**config.mk**
```make
export PLATFORM = sky130hd
export DESIGN_NAME = bcd_to_bin
export DESIGN_NICKNAME = d
export VERILOG_FILES = /design/src/rtl/bcd_to_bin.sv
export SDC_FILE = /design/constraint.sdc
export NUM_CORES = 1
export LEC_CHECK = 0
export CAP_MARGIN = 30
export CORE_UTILIZATION = 53
export DETAILED_ROUTE_END_ITERATION = 8
export GPL_ROUTABILITY_DRIVEN = 0
export PLACE_DENSITY = 0.86
export SKIP_LAST_GASP = 1
export SYNTH_ARGS = -nofsm -noshare
export SYNTH_HDL_FRONTEND = slang
export SYNTH_SLANG_ARGS = --single-unit
```
**constraint.sdc**
```tcl
create_clock -name clk_i -period 1.91 [get_ports clk_i]
set_input_delay 0.382 -clock clk_i [delete_from_list [all_inputs] [get_ports clk_i]]
set_output_delay 0.382 -clock clk_i [all_outputs]
set_load 0.01 [all_outputs]
```
**src/rtl/bcd_to_bin.sv**
```systemverilog
// Sequential packed-BCD to binary converter using reverse double-dabble,
// one shift/correct step per clock, with valid/ready on both sides.
module bcd_to_bin #(
  parameter int DIGITS = 4,
  parameter int BIN_W  = 14
) (
  input  logic                  clk_i,
  input  logic                  rst_i,
  input  logic                  in_valid_i,
  output logic                  in_ready_o,
  input  logic [4*DIGITS-1:0]   bcd_i,
  output logic                  out_valid_o,
  input  logic                  out_ready_i,
  output logic [BIN_W-1:0]      bin_o,
  output logic                  err_o
);

  localparam int BCD_W  = 4 * DIGITS;
  localparam int WORK_W = BCD_W + BIN_W;
  localparam int CNT_W  = $clog2(BIN_W + 1);

  localparam logic [1:0] IDLE  = 2'd0;
  localparam logic [1:0] SHIFT = 2'd1;
  localparam logic [1:0] DONE  = 2'd2;

  logic [1:0]        state_q, state_d;
  logic [WORK_W-1:0] work_q, work_d;
  logic [CNT_W-1:0]  cnt_q, cnt_d;
  logic [BIN_W-1:0]  bin_q, bin_d;
  logic              err_q, err_d;

  logic [WORK_W-1:0] shifted;
  logic [WORK_W-1:0] corrected;
  logic [DIGITS-1:0] digit_bad;

  // Working register is {bcd, bin}; the BCD LSB falls into the bin MSB.
  assign shifted = work_q >> 1;
  assign corrected[BIN_W-1:0] = shifted[BIN_W-1:0];

  generate
    for (genvar gi = 0; gi < DIGITS; gi++) begin : g_digit
      assign digit_bad[gi] = bcd_i[4*gi +: 4] > 4'd9;
      // Each digit is corrected on its own; no borrow crosses digit fields.
      assign corrected[BIN_W + 4*gi +: 4] =
        (shifted[BIN_W + 4*gi +: 4] >= 4'd8) ? shifted[BIN_W + 4*gi +: 4] - 4'd3
                                              : shifted[BIN_W + 4*gi +: 4];
    end
  endgenerate

  always_comb begin
    state_d = state_q;
    work_d  = work_q;
    cnt_d   = cnt_q;
    bin_d   = bin_q;
    err_d   = err_q;
    case (state_q)
      IDLE: begin
        if (in_valid_i) begin
          if (|digit_bad) begin
            state_d = DONE;
            err_d   = 1'b1;
            bin_d   = '0;
          end else begin
            work_d  = {bcd_i, {BIN_W{1'b0}}};
            cnt_d   = CNT_W'(BIN_W);
            state_d = SHIFT;
          end
        end
      end
      SHIFT: begin
        work_d = corrected;
        cnt_d  = cnt_q - CNT_W'(1);
        if (cnt_q == CNT_W'(1)) begin
          state_d = DONE;
          bin_d   = shifted[BIN_W-1:0];
          err_d   = 1'b0;
        end
      end
      DONE: begin
        if (out_ready_i) begin
          state_d = IDLE;
        end
      end
      default: state_d = IDLE;
    endcase
  end

  always_ff @(posedge clk_i or posedge rst_i) begin
    if (rst_i) begin
      state_q <= IDLE;
      work_q  <= '0;
      cnt_q   <= '0;
      bin_q   <= '0;
      err_q   <= 1'b0;
    end else begin
      state_q <= state_d;
      work_q  <= work_d;
      cnt_q   <= cnt_d;
      bin_q   <= bin_d;
      err_q   <= err_d;
    end
  end

  assign in_ready_o  = (state_q == IDLE);
  assign out_valid_o = (state_q == DONE);
  assign bin_o       = bin_q;
  assign err_o       = err_q;

endmodule
```
==> Flow_metrics.wiki, run 1 <==
{| class="wikitable"
! Metric !! Value
|-
| Worst r2r dst || work_q[28]$_DFFE_PP0P_
|-
| Endpoint type of the worst setup path || primary output
|-
| Overall fraction of global-route tracks in use || 23.1%
|-
| Setup slack on the worst flop-to-flop path || 0.35 ns
|-
| Clock tree from TritonCTS || done
|-
| Routed wirelength normalized by instance count || 15.9 um
|-
| H-tree depth || 2
|-
| Die width || 69.4 um
|-
| Largest net degree at the start of global routing || 31
|-
| Remaining max-slew budget at the tightest pin || 70.0%
|-
| Latest clock arrival within the worst-skew pair || 0.32 ns
|-
| First-pass GRT wire length || 8.66 mm
|-
| Post-route standard cell area excluding fillers || 3090 um2
|-
| Global-route met3 utilization || 3.63%
|-
| Overall die area || 4810 um2
|-
| Synth Warn # || 0
|-
| Pins Over Slew Limit || 0
|-
| Antenna violation net count after detailed routing || 0
|-
| Worst hold slack across all endpoints || 0.381 ns
|-
| Row count || 24
|-
| Leading cell type in the layout, fill and taps excluded || sky130_fd_sc_hd__dfrtp_1
|-
| Overall overflow remaining after global route || 0
|-
| Count of boundary I/O pins || 37
|-
| Detail-routed via count per cell || 5.88
|-
| WP data arrival || 1.48 ns
|-
| Layout Nets || 286
|-
| Global Route met1 Usage || 31.7%
|-
| Avg Cell Area, Syn || 11.9 um2
|-
| Root buffer cell || sky130_fd_sc_hd__clkbuf_8
|-
| Total Power || 3.48 mW
|-
| Netlist area before placement || 2410 um2
|-
| Endpoints failing hold || 0
|-
| Iteration-0 DRC count of the detailed router || 218
|-
| Yosys reg bits || 50
|-
| Worst setup path endpoint || in_ready_o
|-
| Post-Place Worst Slack || -0.138 ns
|-
| DP Wirelength || 3.49 mm
|-
| Most frequent cells in the layout || 49 x sky130_fd_sc_hd__dfrtp_1, 35 x sky130_fd_sc_hd__clkdlybuf4s50_1, 23 x sky130_fd_sc_hd__buf_4
|-
| Inserted Clock Buffers || 5
|-
| HP Class || in -> async
|-
| Clock sink count || 50
|-
| Starting Density || 55.3%
|-
| Clock-pin slew reported for the worst setup and hold paths after clock tree synthesis || 0.10 ns
|-
| Via count of the first global-routing pass || 1,831
|-
| Inserted Diodes || 0
|-
| Antenna violations before repair || 0
|-
| Setup tns final || 0 ns
|-
| Die Height || 69.4 um
|-
| Netlist cell types || 39
|-
| Grt met2 use || 35.4%
|-
| Run status || complete, no violations
|-
| Detailed Routing Iterations Pass 1 || 4
|-
| Placeable core region || 4350 um2
|-
| Bufs on Longest Clock Path || 2
|-
| Final setup margin || 0.0488 ns
|-
| Crit Path Class || reg -> out
|-
| MaxCap Viol Count || 0
|-
| Required time at the worst-slack endpoint || 1.53 ns
|-
| Count of mapped cells out of synthesis || 203
|-
| Critical R2R Launch || state_q[0]$_DFFE_PP0P_
|-
| Power per cell area || 1130 nW/um2
|-
| Unrepaired setup endpoints after global routing || no
|-
| Count of final setup violators || 0
|-
| Busiest layer in global routing || met2
|-
| Worst IR drop on VDD || 0.748 mV
|-
| Slowest cell on crit path || sky130_fd_sc_hd__clkdlybuf4s50_1
|-
| Net count of the mapped netlist || 231
|-
| Worst clock skew on the final layout || 0.0113 ns
|-
| Worst r2r path cells || 3
|-
| Share of the yosys chip area belonging to registers || 52.0%
|-
| Post-route clock period utilization || 97.4%
|-
| Achievable Freq || 0.537 GHz
|-
| Startpoint types || register
|-
| Final period demand of the worst path || 1.86 ns
|-
| DRT Wirelength || 4.94 mm
|-
| Remaining DRCs || 0
|-
| Vias after detailed routing || 1,828
|-
| Transition time of the tightest slew-check pin || 0.449 ns
|-
| Leak pwr || 1.40 nW
|-
| Worst path cell trace || nor2_2 -> clkdlybuf4s50_1
|-
| Fraction of final layout cells sized beyond drive strength 1 || 22.4%
|-
| Area after detailed placement || 2970 um2
|-
| Area delta synth->final || 28.3%
|-
| Critical path origin || state_q[1]$_DFFE_PP0P_
|-
| CP peak stage delay || 0.55 ns
|-
| Number of input and output port buffers inserted || 36
|-
| Maximum fanout along the worst path || 4
|}
## final cells by class
| class | instances | area, um2 |
|---|---|---|
| fill | 298 | 1270 |
| sequential | 50 | 1250 |
| multi-input combinational | 126 | 1010 |
| timing repair buffer | 63 | 616 |
| clock buffer | 5 | 68.8 |
| tap | 52 | 65.1 |
| inverter | 12 | 45.0 |
| clock inverter | 3 | 28.8 |
## flip-flops by register name (all words and copies together) (netlist names)
signal,flops
err_o,1
bin_o,14
cnt_q,4
work_q,29
state_q,2
## per-stage QoR
step                      cells  utilization (%)
after CTS                   311             70.8
final                       311             70.9
after global routing        311             70.9
after floorplan             203                -
after detailed placement    301             68.2
after global placement      301             68.2
## logic make-up after synthesis
family                     Yosys count  synth area share [%]
and+or+nand+nor                     30                  7.23
AOI/OAI and AO/OA                   76                  25.5
adders and majority gates            8                  4.16
muxes                                6                  2.81
DFF                                 50                  52.0
xor gates and xnor gates             6                  2.18
buffers and inverters               27                  6.08
## where the power goes
group / switching [mW] / internal, mW / leakage [nW]
logic: 0.590 / 0.659 / 0.724
registers: 0.255 / 1.31 / 0.626
clock network: 0.387 / 0.274 / 0.0506
total: 1.23 / 2.25 / 1.40
## timing repair
action,4_1_cts,5_1_grt
buffers inserted,2,0
pin swaps,0,0
endpoints found under the setup margin,2,1
hold buffers,0,0
gates resized for setup,2,1
## critical path: cells and delay by family (launching register included)
kind                   cells  cell delay [ns]
buffers and inverters      1             0.55
flip-flops                 1             0.45
AND/OR/NAND/NOR            1             0.16
## worst min-delay path by stage
stage	slack [ns]	cells after the start	to	startpoint
floorplan	0.45	1	work_q[27]$_DFFE_PP0P_	work_q[27]$_DFFE_PP0P_
global placement	0.46	1	work_q[28]$_DFFE_PP0P_	work_q[28]$_DFFE_PP0P_
detailed placement	0.47	1	work_q[27]$_DFFE_PP0P_	work_q[27]$_DFFE_PP0P_
CTS	0.39	2	work_q[21]$_DFFE_PP0P_	rst_i
global route	0.41	2	work_q[17]$_DFFE_PP0P_	rst_i
finish	0.38	2	work_q[15]$_DFFE_PP0P_	rst_i
## cells in the mapped netlist (all sizes together)
| cell | number | area (um2) |
|---|---|---|
| nand4 | 1 | 21.3 |
| o21a | 1 | 7.51 |
| inv | 12 | 45.0 |
| a2bb2oi | 2 | 17.5 |
| o22a | 3 | 26.3 |
| ha | 8 | 100 |
| a22o | 30 | 274 |
| a31oi | 5 | 46.3 |
| o21ai | 10 | 53.8 |
| o41ai | 3 | 26.3 |
| clkbuf | 3 | 11.3 |
| o31ai | 1 | 7.51 |
| or2 | 2 | 12.5 |
| a22oi | 10 | 75.1 |
| a21oi | 4 | 20.0 |
| mux2 | 6 | 67.6 |
| a32o | 1 | 10.0 |
| nor2 | 12 | 52.6 |
| and3 | 1 | 11.3 |
| o31a | 2 | 17.5 |
| o211ai | 3 | 22.5 |
| buf | 12 | 90.1 |
| nor2b | 4 | 27.5 |
| dfrtp | 50 | 1250 |
| xnor2 | 6 | 52.6 |
| nand2 | 3 | 11.3 |
| nor3b | 1 | 7.51 |
| nor3 | 1 | 5.00 |
| nand3 | 5 | 25.0 |
| a311o | 1 | 10.0 |
## routing by layer
layer	wire, um	up-vias	share of wire, %
met5	0	-	0
met4	131	0	2.7
met3	168	9	3.4
met2	2370	44	48
met1	2270	914	46
li1	-	861	-
Note: power is estimated with default switching activity, not from simulation.
==> run 2: changes to the inputs <==
Settings changed: HOLD_SLACK_MARGIN set to 0.06.
==> results of run 2 <==
No change in the layout: final DEF, timing and power equal those of run 1.
